### config.mk
export PLATFORM = sky130hd
export DESIGN_NAME = program_loader
export DESIGN_NICKNAME = d
export VERILOG_FILES = /design/src/rtl/program_loader.sv
export SDC_FILE = /design/constraint.sdc
export NUM_CORES = 1
export LEC_CHECK = 0
export CAP_MARGIN = 20
export CORE_UTILIZATION = 61
export CTS_CLUSTER_DIAMETER = 150
export DETAILED_ROUTE_END_ITERATION = 8
export DONT_BUFFER_PORTS = 1
export PLACE_DENSITY = 0.77
export SLEW_MARGIN = 30
export SYNTH_ARGS = -nofsm -noshare
export SYNTH_HDL_FRONTEND = slang
export SYNTH_SLANG_ARGS = --single-unit
### constraint.sdc
create_clock -name clk -period 2.3 [get_ports clk]
set_clock_uncertainty 0.15 [all_clocks]
set_input_delay 0.115 -clock clk [delete_from_list [all_inputs] [get_ports clk]]
set_output_delay 0.115 -clock clk [all_outputs]
set_load 0.05 [all_outputs]
### src/rtl/program_loader.sv
// program_loader
//   Streams a program into the instruction SRAM ahead of execution. Bytes
//   arrive over a valid/ready handshake and are written to consecutive
//   addresses from 0. The CPU is held in reset for the whole load and one
//   extra edge after it, so it starts fetching from PC 0.
//
// Ports
//   clk       system clock
//   reset     asynchronous, active-low reset
//   start     load request, sampled only in IDLE
//   len       byte count, sampled with start (0 or >LENGTH means LENGTH)
//   in_valid  upstream byte valid
//   in_data   upstream byte
//   in_ready  byte accepted this cycle when in_valid is also high
//   mem_cs    SRAM chip select
//   mem_we    SRAM write enable
//   mem_addr  SRAM address
//   mem_data  SRAM write data
//   cpu_hold  active-high reset to the CPU
//   busy      load in progress
//   done      one-cycle pulse on completion
//   loaded    bytes written in the current/last load
module program_loader #(
  parameter int ADDR   = 4,
  parameter int WIDTH  = 8,
  parameter int LENGTH = 16
) (
  input  logic             clk,
  input  logic             reset,
  input  logic             start,
  input  logic [ADDR:0]    len,
  input  logic             in_valid,
  input  logic [WIDTH-1:0] in_data,
  output logic             in_ready,
  output logic             mem_cs,
  output logic             mem_we,
  output logic [ADDR-1:0]  mem_addr,
  output logic [WIDTH-1:0] mem_data,
  output logic             cpu_hold,
  output logic             busy,
  output logic             done,
  output logic [ADDR:0]    loaded
);

  typedef enum logic [1:0] {
    IDLE    = 2'd0,
    LOAD    = 2'd1,
    FLUSH   = 2'd2,
    RELEASE = 2'd3
  } state_t;

  localparam logic [ADDR:0] LEN_MAX = (ADDR+1)'(LENGTH);

  state_t            r_state;
  logic [ADDR-1:0]   r_wr_ptr;
  logic [ADDR:0]     r_loaded;
  logic [ADDR:0]     r_target;
  logic              r_mem_cs;
  logic              r_mem_we;
  logic [ADDR-1:0]   r_mem_addr;
  logic [WIDTH-1:0]  r_mem_data;
  logic              r_cpu_hold;
  logic              r_done;

  logic [ADDR:0]     w_target;
  logic [ADDR:0]     w_loaded_inc;
  logic              w_accept;

  // Zero and oversize requests both mean "fill the whole SRAM", which keeps
  // wr_ptr inside the array for every accepted byte.
  assign w_target     = (len == '0 || len > LEN_MAX) ? LEN_MAX : len;
  assign w_loaded_inc = r_loaded + (ADDR+1)'(1);
  assign w_accept     = in_valid && (r_state == LOAD);

  always_ff @(posedge clk or negedge reset) begin
    if (!reset) begin
      r_state    <= IDLE;
      r_wr_ptr   <= '0;
      r_loaded   <= '0;
      r_target   <= '0;
      r_mem_cs   <= 1'b0;
      r_mem_we   <= 1'b0;
      r_mem_addr <= '0;
      r_mem_data <= '0;
      r_cpu_hold <= 1'b0;
      r_done     <= 1'b0;
    end else begin
      r_mem_cs <= 1'b1;
      r_done   <= 1'b0;
      unique case (r_state)
        IDLE: begin
          r_mem_we <= 1'b0;
          if (start) begin
            r_state    <= LOAD;
            r_wr_ptr   <= '0;
            r_loaded   <= '0;
            r_target   <= w_target;
            r_cpu_hold <= 1'b1;
          end
        end
        LOAD: begin
          if (w_accept) begin
            r_mem_we   <= 1'b1;
            r_mem_addr <= r_wr_ptr;
            r_mem_data <= in_data;
            // After the final byte of a full-depth load this wraps to 0,
            // but the pointer is not used again before the next start.
            r_wr_ptr   <= r_wr_ptr + ADDR'(1);
            r_loaded   <= w_loaded_inc;
            if (w_loaded_inc == r_target) begin
              r_state <= FLUSH;
            end
          end else begin
            r_mem_we <= 1'b0;
          end
        end
        FLUSH: begin
          r_mem_we <= 1'b0;
          r_state  <= RELEASE;
        end
        RELEASE: begin
          r_mem_we   <= 1'b0;
          r_cpu_hold <= 1'b0;
          r_done     <= 1'b1;
          r_state    <= IDLE;
        end
        default: r_state <= IDLE;
      endcase
    end
  end

  assign in_ready = (r_state == LOAD);
  assign busy     = (r_state != IDLE);
  assign mem_cs   = r_mem_cs;
  assign mem_we   = r_mem_we;
  assign mem_addr = r_mem_addr;
  assign mem_data = r_mem_data;
  assign cpu_hold = r_cpu_hold;
  assign done     = r_done;
  assign loaded   = r_loaded;

endmodule

Word-level counts from Yosys, hierarchy flattened
Index checks and enable logic that the tools add are counted.
Widths: inputs -> output; s select.
- register bits after elaboration: 32
- bits of input ports: 17
- output and inout bits: 23
- multiplexer cells: 16
- reductions and logical operators: 13
- eq/ne operators: 7
- magnitude comparators: 1
- add/subtract/negate cells: 2
- operators with widths (cell ; number):
    $mux 5 ; 3
    $pmux 5 s2 ; 1
    $mux 4 ; 2
    $pmux 2 s4 ; 1
    $pmux 4 s2 ; 1
    $mux 2 ; 3
    $reduce_and 2->1 ; 3
    $reduce_and 3->1 ; 2
    $reduce_bool 2->1 ; 3
    $add 5x1->5 const B ; 1
    $eq 5x5->1 ; 1
    $gt 5x5->1 const B ; 1
    $logic_not 5->1 ; 1
    $add 4x1->4 const B ; 1
    $eq 2x2->1 const B ; 2
    $ne 2x1->1 const B ; 2
    $pmux 1 s2 ; 2
    $mux 1 ; 3
    $reduce_or 3->1 ; 1
    $eq 2x1->1 const B ; 1
    $logic_not 2->1 ; 1
    $ne 2x2->1 const B ; 1
    $logic_and 1x1->1 ; 1
    $logic_or 1x1->1 ; 1

Logic depth before layout (Yosys ltp)
Gate-level depths: netlist of the first run.
- depth after elaboration: 5
- gate-level depth with buffers: 7
- mapped depth without buffers: 7

Worst setup path before layout of the first run
OpenSTA, ideal clock, no wires.
- kind: flip-flop to flip-flop
- start point: reg r_loaded[0] (netlist: loaded[0])
- end point: reg r_state[1]
- arrival time: 2074 ps
- clock period less this slack: 2350 ps
- path slack: -50 ps
- cell stages (with the launch flop): 7
- data required time: 2024 ps
- cells stage by stage: dfrtp_1 ha_1 and2b_1 or4b_1 nand3_2 nand2_2 a311o_1
- cells in the longest elaborated chain, start to end: 4
- ends and longest elaborated chain (what ; line ; text):
    start: declaration ; 56 ; logic [ADDR:0] r_loaded;
    start signal: assignment ; 109 ; r_loaded <= w_loaded_inc;
    $add 5x1->5 ; 72 ; assign w_loaded_inc = r_loaded + (ADDR+1)'(1);
    $eq 5x5->1 ; 110 ; if (w_loaded_inc == r_target) begin
    $ne 2x1->1 (no source line) ; -- ;
    $reduce_and 3->1 (no source line) ; -- ;
    end signal: assignment ; 77 ; r_state <= IDLE;
    end signal: assignment ; 111 ; r_state <= FLUSH;
    end signal: assignment ; 119 ; r_state <= RELEASE;
    end: declaration ; 54 ; state_t r_state;
Every way passes these cells.
A chain may end at the register's enable or synchronous reset.

Worst setup path after layout of the first run
- start point: reg r_state[1]
- end point: reg r_state[1]
- cells in the longest elaborated chain, start to end: 4
- elaborated cells on any way between the ends: 10
- ends and longest elaborated chain (what ; line ; text):
    start signal: assignment ; 77 ;
    start signal: assignment ; 94 ; r_state <= LOAD;
    start signal: assignment ; 111 ;
    $eq 2x1->1 ; 73, 90 ;
    $logic_and 1x1->1 ; 73 ; assign w_accept = in_valid && (r_state == LOAD);
    $ne 2x1->1 (no source line) ; -- ;
    $reduce_and 3->1 (no source line) ; -- ;
Parallel ways exist; a longest one is shown, timed or not.

==> impl_results.md, run 1 <==
- Max Fanout on Critical Path: 13
- DRT iter0 DRCs: 35
- Die Height: roughly 55 um
- Core outline area: 0.00254 mm2
- Worst VDD drop: 1.16 mV
- Final Hold Vio Count: 0
- Minimum clock period: 2.14 ns
- Num CTS Buffers: 5
- Gpl congestion: 0.880
- Reg clk slew, reported paths: 0.11 ns
- Ratio of cells with drive above 1 in the final layout: 20.6%
- Total GRT Usage: 29.1%
- Final setup fails: 0
- Vias in the first global route: between 1k and 1.5k
- Reported max-cap violation count: 0
- Die width: 54.7 um
- Post-synth EDFFs: 0
- Final WL: 3800 um
- H-tree Lvls: 2
- Fin crit share: 92.9%
- Critical Path Start Type: register
- Setup TNS: 0 ns
- Routed Antenna Nets: 0
- Unique masters post-synth: 42
- Worst-margin pin slew: 0.586 ns
- #FFs+latches synth: 32
- Psw: 0.00145 W
- Ys flop type: dfrtp_1
- Top-count cell post-synth: dfrtp_1
- Pwr Density: between 1000 and 1500 mW/mm2
- Leading area contributor after synthesis: dfrtp_1
- Leak: 0.909 nW
- Top cell type's share of synthesized area: 47.2%
- Clk network pwr share: 12.5%
- Sequential element share of the synthesized area: 47.2%
- # diodes: 0
- Final core occ: 78.3%
- Clock Sinks: 32
- Post-synthesis net count: 188
- CTS tree: yes
- Later-pin clock latency in the skew report: 0.33 ns
- FFs w/ async S/R, synth: 100%
- DRC Markers: 0
- Min-delay worst type: input pin to register
- Crit Path Category: register to register
- Initial antenna violation count: 0
- CP endpoint kind: register
- Top Ports: 40
- Final Max Slew Viols: 0
- Register share of total power: 47.5%
- P_int: ~0.0014 W
- Post-synth top cells: dfrtp_1, o21ai_0, nand2_1
- PnR worst setup slack: 0.163 ns
- Max Clk Rate: 468 MHz
- Critical path arrival: approximately 2.2 ns
- Global-route wire length before repair: 5970 um
- Sw Ratio: slightly above 50%
- Combinational power share: 39.9%
- Synthesized area: approximately 0.0017 mm2
- Vias per std cell: roughly 6.2
- Synth warn: 0
- Die area: 0.00299 mm2
- Cells after synthesis: 163
- Worst rel slew slack: 60.5%
- DP Worst Slack: ~0.19 ns
- Top post-synthesis cells by area: dfrtp_1, mux2_2, ha_1
- Core Rows: 18
- DPL Wire Length: 2340 um
- RSZ-0062 raised after global routing: no
- CTS root buffer: clkbuf_4
- Drt first pass iters: 4
- Routed len/inst: 17.3 um
- GR Overflow Total: 0
- Buffers added on ports: 0
- CP Data Required Time: 2.37 ns
- Area grow syn2layout: 17.6%
- Status: completed
- Setup bufs post-CTS: 0
- Average cell area after synthesis: about 10 um2
- Final net count: 213
- Pin count of the biggest net entering global routing: 33
- Clock Path Buffers: 2
- Initial Util: 66.6%
- Vias: approximately 1.4k
area by class of cell:
type                            instances  area (um2)
Tap cell                               30        37.5
Clock inverter                          2        15.0
Clock buffer                            6        51.3
Sequential cell                        32         803
Multi-Input combinational cell        114         805
Fill cell                             155         552
Timing Repair Buffer                   26         248
Inverter                                9        33.8
cells by family after synthesis:
logic type | synth area share (%)
fa+ha+maj | 5.90
simple gates | 19.6
compound gates | 12.3
flops | 47.2
buf+inv | 5.46
xor+xnor | 2.58
mux | 6.64
other cells | 0.221
path summary, 6_finish.rpt:
kind	end	cells past startpoint	from	slack, ns
hold / removal	r_target[4]$_DFFE_PN0P_	2	start	0.04
min in group asynchronous	loaded[2]$_DFFE_PN0P_	2	reset	0.07
setup reg to reg	r_state[1]$_DFFE_PN0P_	5	r_state[1]$_DFFE_PN0P_	0.16
setup / recovery	r_state[1]$_DFFE_PN0P_	5	r_state[1]$_DFFE_PN0P_	0.16
hold reg to reg	r_target[1]$_DFFE_PN0P_	2	r_target[1]$_DFFE_PN0P_	0.37
max in group asynchronous	loaded[1]$_DFFE_PN0P_	2	reset	1.75
power groups by stage:
stage	Combinational, W	Sequential (W)	Clock [W]
2_1_floorplan	0.000803	0.00138	0
3_3_place_gp	0.00102	0.00134	0
3_5_place_dp	0.00106	0.00135	0
4_1_cts	0.00111	0.00134	0.000358
5_1_grt	0.00124	0.00137	0.000381
6_report	0.00113	0.00134	0.000354
state kept, by name (all words and copies together) (netlist names):
register	flops
loaded	5
r_state	2
done	1
cpu_hold	1
r_target	5
mem_we	1
mem_cs	1
mem_data	8
r_wr_ptr	4
mem_addr	4
per-layer routing:
layer	part of all wire, %	wire length, um	global-route usage, %
met2	50	1910	45.2
met4	3.1	119	14.1
met1	39	1490	34.8
met3	7.3	278	11.4
met5	0	0	0
timing repair:
item                                   CTS  global route
setup endpoints to repair                0             2
resized for setup                        0             1
endpoints found under the hold margin   56             0
hold buffers                            17             0
cell usage in the layout, fill, tap and decap left out, types with 2 or more instances in the layout:
master / count
nor2_1: 8
dfrtp_1: 30
a22o_1: 4
nor3_1: 4
nand4_1: 5
clkbuf_4: 5
mux2_2: 10
xor2_1: 3
or2_2: 2
nand3_1: 4
clkinvlp_4: 2
dfrtp_2: 2
nand2b_1: 4
inv_1: 9
a21oi_1: 2
dlygate4sd3_1: 16
buf_4: 9
o21ai_0: 17
xnor2_1: 2
o311ai_0: 4
ha_1: 8
nand2_1: 15
through the flow:
step / instances / area, um2 / hold slack, ns / power [W]
2_1_floorplan: 163 / 1700 / -0.331 / 0.00218
3_3_place_gp: 194 / 1740 / -0.330 / 0.00235
3_5_place_dp: 194 / 1740 / -0.330 / 0.00241
4_1_cts: 219 / 1990 / 0.00271 / 0.00281
5_1_grt: 219 / 1990 / 0.0631 / 0.00299
6_report: 219 / 1990 / 0.0352 / 0.00283
worst max-delay path, stage by stage (launching register included):
cell and delay, ns:
dfrtp_1 0.43, inv_1 0.14, ha_1 0.29, or2b_2 0.43, and4_2 0.27, a311o_1 0.31
No activity file was read; power rests on OpenSTA's default activity.
==> inputs of run 2 (changes only) <==
--- a/config.mk
+++ b/config.mk
@@ -5,12 +5,14 @@
 export SDC_FILE = /design/constraint.sdc
 export NUM_CORES = 1
 export LEC_CHECK = 0
+export BUFFER_PORTS_ARGS = -buffer_cell sky130_fd_sc_hd__buf_2
 export CAP_MARGIN = 20
-export CORE_UTILIZATION = 61
+export CELL_PAD_IN_SITES_DETAIL_PLACEMENT = 0
+export CELL_PAD_IN_SITES_GLOBAL_PLACEMENT = 1
+export CORE_UTILIZATION = 40
 export CTS_CLUSTER_DIAMETER = 150
 export DETAILED_ROUTE_END_ITERATION = 8
-export DONT_BUFFER_PORTS = 1
-export PLACE_DENSITY = 0.77
+export PLACE_DENSITY_LB_ADDON = 0.1
 export SLEW_MARGIN = 30
 export SYNTH_ARGS = -nofsm -noshare
 export SYNTH_HDL_FRONTEND = slang
==> impl_results.md, run 2 (synthesized netlist as in run 1, its figures left out) <==
- Status: completed
- Met2 Track Usage GR: a little under a third
- Crit Path Category: register to register
- Hold Slack: slightly below 0.09 ns
- DRT iter0 DRCs: 73
- Worst rel slew slack: 51.2%
- H-tree Lvls: 2
- Final Hold Vio Count: 0
- Area grow syn2layout: 27.2%
- CP endpoint kind: register
- Final setup fails: 0
- Final WL: 3750 um
- Reported max-cap violation count: 0
- Min-delay worst type: input pin to register
- RSZ-0062 raised after global routing: no
- # fillers: 378
- Min-Delay Startpoint: in_valid
- Final Max Slew Viols: 0
- Worst VDD drop: 0.578 mV
- CTS root buffer: clkbuf_8
- Reg-to-Reg End: r_state[1]$_DFFE_PN0P_
- Most frequent cells in the layout: buf_2, dfrtp_1, o21ai_0
- Reg clk slew, reported paths: 0.07 ns
- Clock Sinks: 32
- GR Overflow Total: 0
- GRT met1 Usage: 23.8%
- Die width: around 67 um
- Core Rows: 23
- Hold depth: 2
- Routed len/inst: 14.0 um
- CP Data Required Time: about 2.3 ns
- Fin crit share: 93.5%
- Global-route wire length before repair: 6180 um
- Hold Path End: mem_we$_DFF_PN0_
- Drt first pass iters: 4
- Register area: 803 um2
- Multi-input gate area: roughly 800 um2
- Max Clk Rate: ~460 MHz
- DRC Markers: 0
- Final core occ: 53.5%
- Pwr Density: 1420 mW/mm2
- Post_cts resized: 0
- Leak: between 1 and 1.5 nW
- Buffers added on ports: 39
- Routed Antenna Nets: 0
- Clock Path Buffers: 2
- Die Height: 67.1 um
- Vias: 1372
- Setup TNS: 0 ns
- Max FFs per register: 8
- GRT busiest layer: met2
- Worst-margin pin slew: 0.732 ns
- Worst reg2reg path startpoint: loaded[0]$_DFFE_PN0P_
- Total GRT Usage: a little under a fifth
- Minimum clock period: 2.15 ns
- DPL Wire Length: 2600 um
- R2r worst-path depth: 6
- Final net count: 242
- R2r setup slk: 0.15 ns
- Die area: 0.00450 mm2
- Ratio of cells with drive above 1 in the final layout: 31.7%
- Max Fanout on Critical Path: 7
- Gpl congestion: 0.760
- Core outline area: 0.00403 mm2
- Vias in the first global route: ~1.3k
- Top Ports: 40
- M3 GR Usage: approximately 5%
- Critical Path Start Type: register
- CTS tree: yes
- Num CTS Buffers: 5
- Initial Util: 42.1%
- # diodes: 0
- Critical path arrival: between 2 and 2.5 ns
- Initial antenna violation count: 0
- Pin count of the biggest net entering global routing: 33
- Vias per std cell: 5.12
- Most common cell after layout, fill and taps aside: buf_2
- Later-pin clock latency in the skew report: roughly 0.28 ns
-- run 2: cell count changes in the layout (fill, tap and decap cells not counted), moves of 2 or more --
cell           change
buf_4              -6
dlygate4sd3_1      -3
clkbuf_8           +4
buf_2             +39
clkbuf_4           -5
clkinvlp_4         -2
-- run 2: layout make-up --
type,instances,share of cell area [%]
inverters,9,1.57
clock buffers,6,3.36
well taps,50,2.90
flip-flops and latches,32,37.2
repair buffers,55,16.1
clock inverters,2,1.62
multi-input cells,114,37.2
-- run 2: per-stage QoR --
step / power, W / instance area [um2] / std cells / worst slack, ns
finish: 0.00307 / 2160 / 268 / 0.148
global route: 0.00327 / 2160 / 268 / 0.0506
CTS: 0.00309 / 2160 / 268 / 0.152
detailed placement: 0.00254 / 1920 / 247 / 0.155
global placement: 0.00250 / 1920 / 247 / 0.185
floorplan: 0.00218 / 1700 / 163 / 0.0808
-- run 2: timing repair --
| action | 4_1_cts | 5_1_grt |
|---|---|---|
| hold buffers | 13 | 0 |
| hold endpoints to repair | 44 | 0 |
| endpoints found under the setup margin | 0 | 0 |
| buffers inserted | 0 | 0 |
-- run 2: routing by layer --
layer / share of wire, % / vias to the layer above
met5: 0 / -
met4: 0.99 / 0
met3: 3.3 / 4
met2: 48 / 24
met1: 47 / 660
li1: - / 684
-- run 2: critical path, cell delays in order, from the launching register on --
cell and delay (ns):
dfrtp_2 0.45, ha_1 0.24, and2b_1 0.17, or4b_1 0.51, nand3_2 0.11, nand2_2 0.06
a311o_1 0.34
-- run 2: how the worst max path moves through the flow --
stage | from | end | slack [ns]
floorplan | loaded[0]$_DFFE_PN0P_ | r_state[1]$_DFFE_PN0P_ | 0.08
global placement | loaded[0]$_DFFE_PN0P_ | r_state[1]$_DFFE_PN0P_ | 0.19
detailed placement | loaded[0]$_DFFE_PN0P_ | r_state[1]$_DFFE_PN0P_ | 0.16
CTS | loaded[0]$_DFFE_PN0P_ | r_state[1]$_DFFE_PN0P_ | 0.15
global route | loaded[0]$_DFFE_PN0P_ | r_state[1]$_DFFE_PN0P_ | 0.05
finish | loaded[0]$_DFFE_PN0P_ | r_state[1]$_DFFE_PN0P_ | 0.15
-- run 2: report_power, final --
part	switching [W]	leakage, nW	internal (W)	total (W)
Sequential	0.000153	0.408	0.000778	0.000931
Clock	0.000205	0.0552	0.000321	0.000527
Combinational	0.00109	0.588	0.000527	0.00161
Total	0.00144	1.05	0.00163	0.00307
